### src/rtl/ddr_pkg.sv
// Shared button/direction definitions for the button conditioner
// and the VGA game controller.
package ddr_pkg;

  typedef logic [1:0] dir_t;

  localparam dir_t DIR_UP    = 2'd0;
  localparam dir_t DIR_RIGHT = 2'd1;
  localparam dir_t DIR_DOWN  = 2'd2;
  localparam dir_t DIR_LEFT  = 2'd3;

  localparam int BTN_RST_IDX = 4;
  localparam int NUM_BTN     = 5;
  localparam int NUM_DIR     = 4;

  typedef enum logic {
    EVT_IDLE,
    EVT_VALID
  } evt_state_t;

  // Lowest direction code wins: up > right > down > left.
  function automatic dir_t pick_dir(input logic [NUM_DIR-1:0] pend);
    dir_t d;
    priority case (1'b1)
      pend[0]: d = DIR_UP;
      pend[1]: d = DIR_RIGHT;
      pend[2]: d = DIR_DOWN;
      default: d = DIR_LEFT;
    endcase
    return d;
  endfunction

endpackage

### src/rtl/btn_conditioner_if.sv
// Direction event handshake between the button conditioner
// and the game controller.
interface btn_conditioner_if;
  import ddr_pkg::*;

  logic o_evt_valid;
  dir_t o_evt_code;
  logic i_evt_ack;

  modport master (
    output o_evt_valid,
    output o_evt_code,
    input  i_evt_ack
  );

  modport slave (
    input  o_evt_valid,
    input  o_evt_code,
    output i_evt_ack
  );
endinterface

### src/rtl/btn_debounce.sv
// One button: 2-FF synchroniser, stability counter,
// registered clean level and rising-edge press pulse.
module btn_debounce #(
  parameter int DEBOUNCE_CYCLES = 1_000_000,
  parameter int CNT_W           = 20
) (
  input  logic clk,
  input  logic rst,
  input  logic raw,
  output logic level,
  output logic press
);

  localparam logic [CNT_W-1:0] CNT_LAST =
    CNT_W'(DEBOUNCE_CYCLES - 1);

  logic             s1;
  logic             s2;
  logic             stable;
  logic [CNT_W-1:0] cnt;

  always_ff @(posedge clk) begin
    if (rst) begin
      s1     <= 1'b0;
      s2     <= 1'b0;
      stable <= 1'b0;
      cnt    <= '0;
      level  <= 1'b0;
      press  <= 1'b0;
    end else begin
      s1 <= raw;
      s2 <= s1;
      if (s2 == stable) begin
        cnt <= '0;
      end else if (cnt == CNT_LAST) begin
        stable <= s2;
        cnt    <= '0;
      end else begin
        cnt <= cnt + 1'b1;
      end
      level <= stable;
      press <= stable & ~level;
    end
  end

endmodule

### src/rtl/btn_conditioner.sv
// Board button conditioner: per-button debounce plus a
// pending/priority arbiter presenting one direction event at a time.
module btn_conditioner
  import ddr_pkg::*;
#(
  parameter int DEBOUNCE_CYCLES = 1_000_000,
  parameter int CNT_W           = 20
) (
  input  logic               i_clk,
  input  logic               i_rst,
  input  logic [NUM_BTN-1:0] i_btn_raw,
  output logic [NUM_BTN-1:0] o_level,
  output logic [NUM_BTN-1:0] o_press,
  output logic               o_overflow,
  btn_conditioner_if.master  evt
);

  for (genvar i = 0; i < NUM_BTN; i++) begin : g_btn
    btn_debounce #(
      .DEBOUNCE_CYCLES(DEBOUNCE_CYCLES),
      .CNT_W          (CNT_W)
    ) u_deb (
      .clk  (i_clk),
      .rst  (i_rst),
      .raw  (i_btn_raw[i]),
      .level(o_level[i]),
      .press(o_press[i])
    );
  end

  logic [NUM_DIR-1:0] arrow;
  logic [NUM_DIR-1:0] pend;
  logic [NUM_DIR-1:0] clr;
  evt_state_t         state;

  // The rst button is only reported through o_level/o_press.
  assign arrow = o_press[NUM_DIR-1:0];

  always_comb begin
    clr = '0;
    if (state == EVT_IDLE && pend != '0) begin
      clr[pick_dir(pend)] = 1'b1;
    end
  end

  always_ff @(posedge i_clk) begin
    if (i_rst) begin
      state           <= EVT_IDLE;
      pend            <= '0;
      o_overflow      <= 1'b0;
      evt.o_evt_valid <= 1'b0;
      evt.o_evt_code  <= DIR_UP;
    end else begin
      // A press landing on the bit being loaded is kept, not merged.
      pend <= (pend & ~clr) | arrow;
      if (|(arrow & pend & ~clr)) begin
        o_overflow <= 1'b1;
      end
      unique case (state)
        EVT_IDLE: begin
          if (pend != '0) begin
            evt.o_evt_code  <= pick_dir(pend);
            evt.o_evt_valid <= 1'b1;
            state           <= EVT_VALID;
          end
        end
        EVT_VALID: begin
          if (evt.i_evt_ack) begin
            evt.o_evt_valid <= 1'b0;
            state           <= EVT_IDLE;
          end
        end
        default: state <= EVT_IDLE;
      endcase
    end
  end

endmodule

### src/flat_wrapper.sv
// flat-port wrapper written by rule: the top's interface ports become plain ports
module btn_conditioner_flat import ddr_pkg::*;
#(
  parameter int DEBOUNCE_CYCLES = 1_000_000,
  parameter int CNT_W           = 20
)
  (i_clk, i_rst, i_btn_raw, o_level, o_press, o_overflow, evt_o_evt_valid, evt_o_evt_code, evt_i_evt_ack);
  btn_conditioner_if evt_i ();
  input  logic i_clk;
  input  logic i_rst;
  input  logic [NUM_BTN-1:0] i_btn_raw;
  output logic [NUM_BTN-1:0] o_level;
  output logic [NUM_BTN-1:0] o_press;
  output logic o_overflow;
  output wire logic [$bits(evt_i.o_evt_valid)-1:0] evt_o_evt_valid;
  output wire logic [$bits(evt_i.o_evt_code)-1:0] evt_o_evt_code;
  input wire logic [$bits(evt_i.i_evt_ack)-1:0] evt_i_evt_ack;
  assign evt_o_evt_valid = evt_i.o_evt_valid;
  assign evt_o_evt_code = evt_i.o_evt_code;
  assign evt_i.i_evt_ack = evt_i_evt_ack;
  btn_conditioner #(.DEBOUNCE_CYCLES(DEBOUNCE_CYCLES), .CNT_W(CNT_W)) u_core (.i_clk(i_clk), .i_rst(i_rst), .i_btn_raw(i_btn_raw), .o_level(o_level), .o_press(o_press), .o_overflow(o_overflow), .evt(evt_i));
endmodule
### config.mk
export PLATFORM = sky130hd
export DESIGN_NAME = btn_conditioner_flat
export DESIGN_NICKNAME = d
export VERILOG_FILES = /design/src/rtl/ddr_pkg.sv /design/src/rtl/btn_conditioner_if.sv /design/src/rtl/btn_debounce.sv /design/src/rtl/btn_conditioner.sv /design/src/flat_wrapper.sv
export SDC_FILE = /design/constraint.sdc
export NUM_CORES = 1
export LEC_CHECK = 0
export BUFFER_PORTS_ARGS = -buffer_cell sky130_fd_sc_hd__clkbuf_2
export CORE_UTILIZATION = 50
export DETAILED_ROUTE_END_ITERATION = 8
export PLACE_DENSITY = 0.69
export SYNTH_ARGS = -nofsm -noshare
export SYNTH_HDL_FRONTEND = slang
export SYNTH_SLANG_ARGS = --single-unit
### constraint.sdc
create_clock -name i_clk -period 2.9 [get_ports i_clk]
set_input_delay 0.145 -clock i_clk [delete_from_list [all_inputs] [get_ports i_clk]]
set_output_delay 0.145 -clock i_clk [all_outputs]
set_load 0.02 [all_outputs]
==> summary.md <==
The area growth from synthesis to layout was 13.0%. In this run the cell area of the synthesized design comes to 5700 um2. In the final routing, the length of wire on met1 measures 5060 um. The routed design uses 307 um of met3 wire.

Of the cells placed in the final design, the portion with a size suffix greater than 1 is 9.96%. For the remaining routing DRC violations, the log shows 0. The number of storage elements in the synthesis netlist is 134.

The tools report the worst-case hold path end point as u_core.state$_SDFF_PP0_. The reported leakage power was 1.99 nW; the number of detailed-route iterations in the first pass was 4. The first-pass GRT wire length came out at 18300 um. The critical path launch point type is a flip-flop. The tool flagged a number of max-cap violations equal to 0.

In this run the critical register-to-register path is launched from u_core.g_btn[3].u_deb.cnt[7]$_SDFF_PP0_. The worst setup path is of the reg2reg kind. In the detailed route, the total length drawn on met2 is 4810 um.

TritonCTS built the clock tree. The later pin in the worst-skew pair is clocked with a latency of 0.41 ns. Detailed routing inserted a total of 4406 vias. The hold-critical path depth works out to 3.

The number of distinct standard cells referenced by the synthesized netlist is 45. In the finished design, the share of the clock period the worst path needs comes to 76.4%. STA classifies the critical path endpoint as a flip-flop. Clock-pin slew was measured on the worst setup and hold paths at 0.05 ns.

The data arrival time of the worst path is 2.48 ns. Of all cell types, the one taking the most synthesized area is sky130_fd_sc_hd__dfxtp_1. Headroom to the max-slew limit came out at 49.2%.

For this run, the leading register cell type out of synthesis is sky130_fd_sc_hd__dfxtp_1. The tools report the number of setup violations in the final report as 0. The clock passes through at most 2 buffers.

The post-CTS setup buffer count was 0; the detailed-route wire length per cell was 12.6 um. The library cell used as clock root buffer is sky130_fd_sc_hd__clkbuf_16. In this run the remaining antenna-violating nets after routing total 0.

For this run, the post-layout net count is 675. The total clock buffers created by CTS came out at 17. Dividing total power by cell area gives a power density of 596 nW/um2.

The count of endpoints failing hold in the final timing report is 0. The number of antenna violations at the first check in global routing was 0. The number of enable-type register cells in the synthesized netlist is 0. The endpoint identified for the worst register-to-register timing path is u_core.g_btn[3].u_deb.cnt[5]$_SDFF_PP0_. For the violation count after the first detailed-route iteration, the log shows 247. VDD sags by at most 592 uV.

After synthesis, the share of flip-flops with an asynchronous set or reset is 0%. Sequential cells were found to cover 47.0% of the synthesized design area. The minimum clock period after layout is 2.22 ns, and the effective utilization at floorplan is 51.9%.

For the via count of the first global-routing pass, the log shows 4321. The pin count of the biggest net entering global routing is 39, and the number of cells on the worst reg-to-reg path is 4. In this run the mean area of a mapped cell was 8.88 um2. The sum of negative setup slack is 0 ns, and the number of port buffers is 21. For the pin with the worst max-slew slack, the measured transition is 0.761 ns. Setup repair after global routing left no endpoint under its margin.

Fraction of synthesized cell area taken by the top area cell type: 47.0%. The run finished with clean final reports. By area the synthesized netlist is led by sky130_fd_sc_hd__dfxtp_1 47%, sky130_fd_sc_hd__xnor2_1 7.5%, sky130_fd_sc_hd__nor2_1 6.5%. The worst hold path belongs to the class in2reg.

The worst-case register-to-register setup slack was 0.68 ns. The via density per instance came out at 5.42. The initialized floorplan defines 38 standard-cell rows.

CTS built an H-tree with a depth of 4. The total count of max-transition violations in the final report was 0. The run gives 0.00675 ns as the worst clock skew. The number of nets handed over by synthesis was 655.

The HPWL after detailed placement is 7130 um. The maximum fanout along the worst path came out at 19. In this run the most critical hold path is launched from evt_i_evt_ack. Measured along the y axis, the die boundary spans 109 um.

The die covers 11800 um2. The placed cell count was 778. The total overflow left after global routing is 0. 0 antenna diodes ended up in the layout.

The all-layer global routing usage was 19.6%. The final RePlAce weighted congestion was 0.783. At the worst endpoint, the required time is 3.17 ns.

The placeable core region is 11000 um2. For this design, the sink count on the clock tree is 134. The tools report the count of warnings emitted by yosys as 0.

During I/O placement, the number of pins put on the boundary was 22. Excluding fillers, the count of instances in the completed layout stands at 813. Routed signal wires occupy layers up through met4. The die is 109 um wide. After detailed routing, the total wire length is 10300 um. Static timing analysis puts the maximum clock frequency at 451 MHz.

The cell count after synthesis is 642.
[worst max path at each step]
stage | startpoint | to | slack [ns]
global placement | u_core.g_btn[3].u_deb.cnt[7]$_SDFF_PP0_ | u_core.g_btn[3].u_deb.cnt[6]$_SDFF_PP0_ | 0.72
finish | u_core.g_btn[3].u_deb.cnt[7]$_SDFF_PP0_ | u_core.g_btn[3].u_deb.cnt[5]$_SDFF_PP0_ | 0.68
detailed placement | u_core.g_btn[3].u_deb.cnt[7]$_SDFF_PP0_ | u_core.g_btn[3].u_deb.cnt[3]$_SDFF_PP0_ | 0.69
CTS | u_core.g_btn[3].u_deb.cnt[7]$_SDFF_PP0_ | u_core.g_btn[3].u_deb.cnt[5]$_SDFF_PP0_ | 0.69
floorplan | u_core.g_btn[2].u_deb.cnt[12]$_SDFF_PP0_ | u_core.g_btn[2].u_deb.cnt[15]$_SDFF_PP0_ | 0.95
global route | u_core.g_btn[3].u_deb.cnt[0]$_SDFF_PP0_ | u_core.g_btn[3].u_deb.cnt[13]$_SDFF_PP0_ | 0.51
[cells in the mapped netlist (all sizes together), types with 5 or more instances]
cell type    n
or4         18
clkbuf      14
xor2        24
or3         17
nand3       33
dfxtp      134
nor2b       20
a21oi       33
nand4       22
or2          7
and4         5
inv         27
o31ai       13
buf         14
nor4        13
ha           5
or4b         6
nand2       26
xnor2       49
o21ai       18
nor3        21
nor2        98
[report_power, final]
part | switching [mW] | leakage (nW) | internal (mW) | total [mW]
Sequential | 0.00452 | 1.08 | 1.85 | 1.86
Combinational | 0.0254 | 0.631 | 0.0174 | 0.0427
Clock | 0.704 | 0.275 | 1.24 | 1.94
Total | 0.734 | 1.99 | 3.11 | 3.84
[stage by stage]
step                total power, mW  setup WS (ns)  hold slack (ns)  util, %  area (um2)
global placement               1.93          0.722            0.363     53.2        5840
global route                   3.98          0.508           0.0811     58.7        6440
floorplan                      1.92          0.951            0.273        -        5700
detailed placement             1.93          0.686            0.367     53.2        5840
finish                         3.84          0.684           0.0643     58.7        6440
CTS                            3.90          0.691           0.0362     58.7        6440
[cell families after synthesis]
family                     Yosys count  synth area share [%]
AOI/OAI and AO/OA                   72                  7.79
adders and majority gates            5                  1.10
buffers and inverters               55                  4.61
and+or+nand+nor                    303                  28.3
xor gates and xnor gates            73                  11.2
DFF                                134                  47.0
[final cells by class]
cell class              count  area [um2]
clock buffers              27         533
clock inverters             3        15.0
fillers                   979        4540
inverters                  27         101
multi-input cells         453        2760
flip-flops and latches    134        2680
well taps                 140         175
repair buffers             29         178
[registers in the layout (all words and copies together) (netlist names)]
register                   count
u_core.g_btn.u_deb.press       5
u_core.state                   1
u_core.pend                    4
u_core.g_btn.u_deb.s2          5
u_core.g_btn.u_deb.level       5
u_core.g_btn.u_deb.s1          5
u_core.evt.o_evt_valid         1
u_core.evt.o_evt_code          2
u_core.o_overflow              1
u_core.g_btn.u_deb.cnt       100
u_core.g_btn.u_deb.stable      5
[critical path, stage by stage, from the launching register on]
cell and delay [ns]:
sky130_fd_sc_hd__dfxtp_1 0.34, sky130_fd_sc_hd__or4_1 0.52, sky130_fd_sc_hd__or4_4 0.50, sky130_fd_sc_hd__o21ai_2 0.60, sky130_fd_sc_hd__nor2_1 0.11
[cells in the final DEF (no fill, tap or decap), types with 7 or more instances in the layout]
| cell type | n |
|---|---|
| sky130_fd_sc_hd__o31ai_1 | 13 |
| sky130_fd_sc_hd__nor2b_1 | 20 |
| sky130_fd_sc_hd__nand4_1 | 22 |
| sky130_fd_sc_hd__or4_1 | 15 |
| sky130_fd_sc_hd__a21oi_1 | 33 |
| sky130_fd_sc_hd__clkbuf_8 | 7 |
| sky130_fd_sc_hd__nor3_1 | 21 |
| sky130_fd_sc_hd__clkbuf_16 | 17 |
| sky130_fd_sc_hd__xor2_1 | 24 |
| sky130_fd_sc_hd__nor4_1 | 13 |
| sky130_fd_sc_hd__o21ai_0 | 13 |
| sky130_fd_sc_hd__dfxtp_1 | 134 |
| sky130_fd_sc_hd__or3_1 | 17 |
| sky130_fd_sc_hd__nor2_1 | 98 |
| sky130_fd_sc_hd__xnor2_1 | 49 |
| sky130_fd_sc_hd__inv_1 | 27 |
| sky130_fd_sc_hd__clkbuf_2 | 21 |
| sky130_fd_sc_hd__nand3_1 | 33 |
| sky130_fd_sc_hd__nand2_1 | 26 |
[what timing repair did]
action	in CTS	in global routing
hold endpoints to repair	5	0
resized for setup	0	0
hold buffers	5	0
[per-layer routing]
metal | GRT usage (%) | up-vias
li1 | - | 2276
met1 | 23.3 | 2073
met2 | 32.1 | 51
met3 | 6.99 | 6
met4 | 7.63 | 0
met5 | 0 | -
Power figures use the tool's default switching activity.
